===== src/rtl/neuron_accumulator.sv =====
// Streams x/w pairs into a signed multiply-accumulate seeded with the bias, then requantizes
// the sum with an arithmetic shift and saturation onto a valid/ready result port.
module neuron_accumulator #(
  parameter int DATA_WIDTH = 8,
  parameter int FRAC_BITS  = 4,
  parameter int LEN_WIDTH  = 8,
  parameter int ACC_WIDTH  = 24
) (
  input  logic                  clk,
  input  logic                  rst_n,
  input  logic                  start,
  input  logic [LEN_WIDTH-1:0]  len,
  input  logic [DATA_WIDTH-1:0] bias,
  output logic                  busy,
  input  logic                  in_valid,
  output logic                  in_ready,
  input  logic [DATA_WIDTH-1:0] x,
  input  logic [DATA_WIDTH-1:0] w,
  output logic                  out_valid,
  input  logic                  out_ready,
  output logic [DATA_WIDTH-1:0] out_data,
  output logic                  out_sat
);

  typedef enum logic [1:0] {
    ST_IDLE  = 2'd0,
    ST_ACCUM = 2'd1,
    ST_QUANT = 2'd2,
    ST_OUT   = 2'd3
  } state_t;

  localparam logic signed [ACC_WIDTH-1:0] Q_MAX_C =
    {{(ACC_WIDTH-DATA_WIDTH+1){1'b0}}, {(DATA_WIDTH-1){1'b1}}};
  localparam logic signed [ACC_WIDTH-1:0] Q_MIN_C =
    {{(ACC_WIDTH-DATA_WIDTH+1){1'b1}}, {(DATA_WIDTH-1){1'b0}}};
  localparam logic [DATA_WIDTH-1:0] OUT_MAX_C = {1'b0, {(DATA_WIDTH-1){1'b1}}};
  localparam logic [DATA_WIDTH-1:0] OUT_MIN_C = {1'b1, {(DATA_WIDTH-1){1'b0}}};
  localparam logic [LEN_WIDTH-1:0]  CNT_ONE_C = {{(LEN_WIDTH-1){1'b0}}, 1'b1};
  localparam logic [LEN_WIDTH-1:0]  CNT_ZERO_C = {LEN_WIDTH{1'b0}};

  state_t                         state_r;
  state_t                         state_nxt_s;
  logic signed [ACC_WIDTH-1:0]    acc_r;
  logic        [LEN_WIDTH-1:0]    cnt_r;
  logic        [DATA_WIDTH-1:0]   out_data_r;
  logic                           out_sat_r;
  logic                           out_valid_r;
  logic signed [2*DATA_WIDTH-1:0] prod_s;
  logic signed [ACC_WIDTH-1:0]    prod_ext_s;
  logic signed [ACC_WIDTH-1:0]    bias_ext_s;
  logic signed [ACC_WIDTH-1:0]    q_s;
  logic                           accept_s;
  logic                           handshake_s;

  assign prod_s      = $signed(x) * $signed(w);
  assign prod_ext_s  = {{(ACC_WIDTH-2*DATA_WIDTH){prod_s[2*DATA_WIDTH-1]}}, prod_s};
  assign bias_ext_s  = {{(ACC_WIDTH-DATA_WIDTH-FRAC_BITS){bias[DATA_WIDTH-1]}}, bias,
                        {FRAC_BITS{1'b0}}};
  assign q_s         = acc_r >>> FRAC_BITS;
  assign accept_s    = in_valid && (state_r == ST_ACCUM);
  assign handshake_s = out_valid_r && out_ready;

  assign busy      = (state_r != ST_IDLE);
  assign in_ready  = (state_r == ST_ACCUM);
  assign out_valid = out_valid_r;
  assign out_data  = out_data_r;
  assign out_sat   = out_sat_r;

  // State register
  always_ff @(posedge clk) begin
    if (!rst_n) begin
      state_r <= ST_IDLE;
    end else begin
      state_r <= state_nxt_s;
    end
  end

  // Next-state decode
  always_comb begin
    state_nxt_s = state_r;
    case (state_r)
      ST_IDLE: begin
        if (start) begin
          state_nxt_s = (len != CNT_ZERO_C) ? ST_ACCUM : ST_QUANT;
        end else begin
          state_nxt_s = ST_IDLE;
        end
      end
      ST_ACCUM: begin
        if (accept_s && (cnt_r == CNT_ONE_C)) begin
          state_nxt_s = ST_QUANT;
        end else begin
          state_nxt_s = ST_ACCUM;
        end
      end
      ST_QUANT: state_nxt_s = ST_OUT;
      ST_OUT: begin
        if (handshake_s) begin
          state_nxt_s = ST_IDLE;
        end else begin
          state_nxt_s = ST_OUT;
        end
      end
      default: state_nxt_s = ST_IDLE;
    endcase
  end

  // Accumulator, term counter and requantized result registers
  always_ff @(posedge clk) begin
    if (!rst_n) begin
      acc_r       <= {ACC_WIDTH{1'b0}};
      cnt_r       <= CNT_ZERO_C;
      out_data_r  <= {DATA_WIDTH{1'b0}};
      out_sat_r   <= 1'b0;
      out_valid_r <= 1'b0;
    end else begin
      case (state_r)
        ST_IDLE: begin
          if (start) begin
            acc_r <= bias_ext_s;
            cnt_r <= len;
          end
        end
        ST_ACCUM: begin
          if (accept_s) begin
            acc_r <= acc_r + prod_ext_s;
            cnt_r <= cnt_r - CNT_ONE_C;
          end
        end
        ST_QUANT: begin
          if (q_s > Q_MAX_C) begin
            out_data_r <= OUT_MAX_C;
            out_sat_r  <= 1'b1;
          end else if (q_s < Q_MIN_C) begin
            out_data_r <= OUT_MIN_C;
            out_sat_r  <= 1'b1;
          end else begin
            out_data_r <= q_s[DATA_WIDTH-1:0];
            out_sat_r  <= 1'b0;
          end
        end
        ST_OUT: begin
          // valid rises one cycle into OUT, giving the two-edge result latency
          if (!out_valid_r) begin
            out_valid_r <= 1'b1;
          end else if (out_ready) begin
            out_valid_r <= 1'b0;
          end
        end
        default: begin
          out_valid_r <= 1'b0;
        end
      endcase
    end
  end

endmodule


===== config.mk =====
export PLATFORM = sky130hd
export DESIGN_NAME = neuron_accumulator
export DESIGN_NICKNAME = d
export VERILOG_FILES = /design/src/rtl/neuron_accumulator.sv
export SDC_FILE = /design/constraint.sdc
export NUM_CORES = 1
export LEC_CHECK = 0
export CAP_MARGIN = 20
export CORE_MARGIN = 5
export CORE_UTILIZATION = 25
export CTS_CLUSTER_SIZE = 25
export DETAILED_ROUTE_END_ITERATION = 6
export HOLD_SLACK_MARGIN = 0.05
export PLACE_DENSITY = 0.44
export SLEW_MARGIN = 20
export SYNTH_ARGS = -nofsm -noshare
export SYNTH_HDL_FRONTEND = slang
export SYNTH_SLANG_ARGS = --single-unit

===== constraint.sdc =====
create_clock -name clk -period 13.2 [get_ports clk]
set_input_delay 2.64 -clock clk [delete_from_list [all_inputs] [get_ports clk]]
set_output_delay 2.64 -clock clk [all_outputs]
set_load 0.005 [all_outputs]

==> impl_metrics.env <==
export IMPL_synth_async_sr_flop_share_pct=0
export IMPL_syn_area_um2=6270
export IMPL_synth_edf_count=0
export IMPL_grt_pass1_vias=5133
export IMPL_synth_lib_cells_used_distinct=61
export IMPL_grt_max_degree=30
export IMPL_cp_arrival_ps=8590
export IMPL_firstDrtPassIters=4
export IMPL_powerDensity_nw_per_um2=276
export IMPL_yosys_warnings=0
export IMPL_drtIter0Drc=173
export IMPL_antenna_found_initial=0
export IMPL_timing_hold_ws_ps=453
export IMPL_tightest_slew_ps=946
export IMPL_synth_seq_cells=44
export IMPL_worst_hold_path_num_cells=2
export IMPL_clock_path_buffers=2
export IMPL_timing_fmax_mhz=119
export IMPL_p_leak_nw=3.23
export IMPL_wirelength_mm=15.7
export IMPL_grt_pass1_wl_mm=27.1
export IMPL_clock_sinks=44
export IMPL_worstSetupEndpointType="flop"
export IMPL_syn_nets=895
export IMPL_vdd_drop_max_v=0.000134
export IMPL_via_per_inst=4.53
export IMPL_max_slew_margin_pct=36.9
export IMPL_fp_dieW_um=168
export IMPL_p_sw_share_pct=52.6
export IMPL_routabilityCongestion=0.777
export IMPL_ctsResizeCount=0
export IMPL_cts_tree="built"
export IMPL_fin_util_pct=29.2
export IMPL_core_um2=25000
export IMPL_rows=58
export IMPL_setup_tns_ps=0
export IMPL_hold_buffers=0
export IMPL_reg2regPathDepth=17
export IMPL_yosys_most_used_dff="dfxtp_1"
export IMPL_comb_power_share_pct=83.7
export IMPL_cts_buffers=5
export IMPL_start_util_pct=25.1
export IMPL_outcome="finished, final reports clean"
export IMPL_overflow=0
export IMPL_clkPwrFrac_pct=6.2
export IMPL_internal_power_mw=0.952
export IMPL_period_needed_ps=8430
export IMPL_p_seq_share_pct=10.0
export IMPL_syn2layout_area_growth_pct=16.1
export IMPL_drive_above_1_share_pct=4.05
export IMPL_dp_hpwl_mm=13.3
export IMPL_start_kind="input port"
export IMPL_fin_nets=936
export IMPL_fillers=2716
export IMPL_post_cts_setup_buffer_count=0
export IMPL_clk_latency_ps=280
export IMPL_setup_viol=0
export IMPL_syn_area_per_cell_um2=8.98
export IMPL_drv_cap=0
export IMPL_drc=0
export IMPL_diodes=0
export IMPL_placed_area_um2=7130
export IMPL_die_height_um=168
export IMPL_setup_worst_path_class="in2reg"
export IMPL_required_ps=13360
export IMPL_synthCells=698
export IMPL_ant_nets=0
export IMPL_io_buffers=48
export IMPL_vias=4846
export IMPL_track_usage_pct=11.5
export IMPL_netSwitchingPower_mw=1.06
export IMPL_hold_class="reg2reg"
export IMPL_dieArea_um2=28300
export IMPL_clock_skew_final_ps=3.22
export IMPL_io_pins=49
export IMPL_htree_levels=2
export IMPL_yosysSeqAreaShare_pct=14.0
export IMPL_cp_max_fo=17
export IMPL_grt_setup_unrepaired="false"
export IMPL_cts_clk_slew_worst_paths_ps=60
export IMPL_hold_viol_final=0
export IMPL_cts_root_buf="clkbuf_16"
export IMPL_drv_slew=0
export IMPL_final_design_area_no_fill_um2=7280
export IMPL_post_drt_wl_per_cell_um=14.7
export IMPL_finalCritPeriodShare_pct=63.9
state kept, by name, indices dropped and copies added, names as in the netlist:
signal,cells
out_data,8
acc_r,24
out_sat,1
state_r,2
cnt_r,8
out_valid,1
layer usage:
layer / wire (µm) / global-route usage (%) / vias up / share of wire (%)
met3: 366 / 1.67 / 14 / 2.3
li1: - / - / 2399 / -
met1: 7030 / 14.9 / 2386 / 45
met5: 0 / 0 / - / 0
met2: 8080 / 20.6 / 47 / 52
met4: 212 / 2.01 / 0 / 1.4
cells in the mapped netlist, types with 5 or more instances:
master	n	share of area [%]
a211oi_1	8	0.96
a311oi_1	6	0.84
a21oi_1	45	3.6
o211ai_1	12	1.4
nand3_1	9	0.72
nand2_1	77	4.6
xnor2_1	10	1.4
nor3_1	9	0.72
a31oi_1	6	0.60
clkbuf_1	13	0.78
ha_1	56	11
dfxtp_1	44	14
nand4_1	6	0.60
o21ai_0	30	2.4
nor2_1	33	2.0
and2_1	36	3.6
a21o_1	6	0.72
nor4_1	5	0.50
inv_1	107	6.4
nand2b_1	6	0.60
buf_2	6	0.48
fa_1	104	33
per-stage QoR:
step / setup slack (ps) / cells / power (mW)
final: 4770 / 1070 / 2.01
after global routing: 4480 / 1070 / 2.28
after CTS: 4770 / 1070 / 2.05
after detailed placement: 4470 / 1062 / 1.91
after global placement: 4540 / 1062 / 1.92
after floorplan: 5600 / 698 / 1.49
cell usage in the layout, fill, tap and decap left out, drive strengths merged, types with 7 or more instances in the layout:
| cell | n |
|---|---|
| ha | 56 |
| a21oi | 47 |
| fa | 104 |
| clkdlybuf4s50 | 48 |
| dfxtp | 44 |
| o211ai | 13 |
| inv | 108 |
| a211oi | 10 |
| o21ai | 34 |
| and2 | 36 |
| nand3 | 9 |
| nor3 | 9 |
| xnor2 | 10 |
| a21o | 7 |
| nor2 | 34 |
| nand2 | 78 |
critical path, cell delays in order:
cell and delay (ps):
clkdlybuf4s50_1 630, and2_1 810, inv_1 160, fa_1 540
inv_1 50, fa_1 510, fa_1 440, fa_1 580
fa_1 430, ha_1 370, and3_1 210, a2bb2oi_1 330
a311o_1 260, o21ai_1 120, a2111oi_0 430, a211oi_1 80
final timing paths:
kind                                   from          end  slack, ps
worst max-delay path                   w[0]    acc_r[22]       4770
worst min-delay path            out_data[2]  out_data[2]        450
worst max register to register     acc_r[4]    acc_r[22]       8260
worst min register to register  out_data[2]  out_data[2]        450
power by group through the flow:
stage / clock network, mW / registers (mW) / logic (mW)
final: 0.125 / 0.201 / 1.68
after global routing: 0.136 / 0.206 / 1.94
after CTS: 0.130 / 0.203 / 1.72
after detailed placement: 0 / 0.206 / 1.71
after global placement: 0 / 0.206 / 1.72
after floorplan: 0 / 0.185 / 1.31
logic make-up after synthesis:
| family | share of synthesized area [%] |
|---|---|
| flip-flops | 14.0 |
| AO/OA/AOI/OAI | 15.6 |
| adder cells (fa/ha/maj) | 44.4 |
| XOR/XNOR | 2.04 |
| multiplexers | 0.639 |
| AND/OR/NAND/NOR | 15.4 |
| buffers and inverters | 7.84 |
final cells by class:
class / instances / area, µm² / area share, %
clock buffer: 6 / 139 / 1.91
clock inverter: 2 / 10.0 / 0.138
inverter: 109 / 409 / 5.62
multi-input combinational: 525 / 4900 / 67.3
sequential: 44 / 881 / 12.1
tap: 330 / 413 / 5.67
timing repair buffer: 54 / 526 / 7.22
Note: power is estimated with default switching activity, not from simulation.
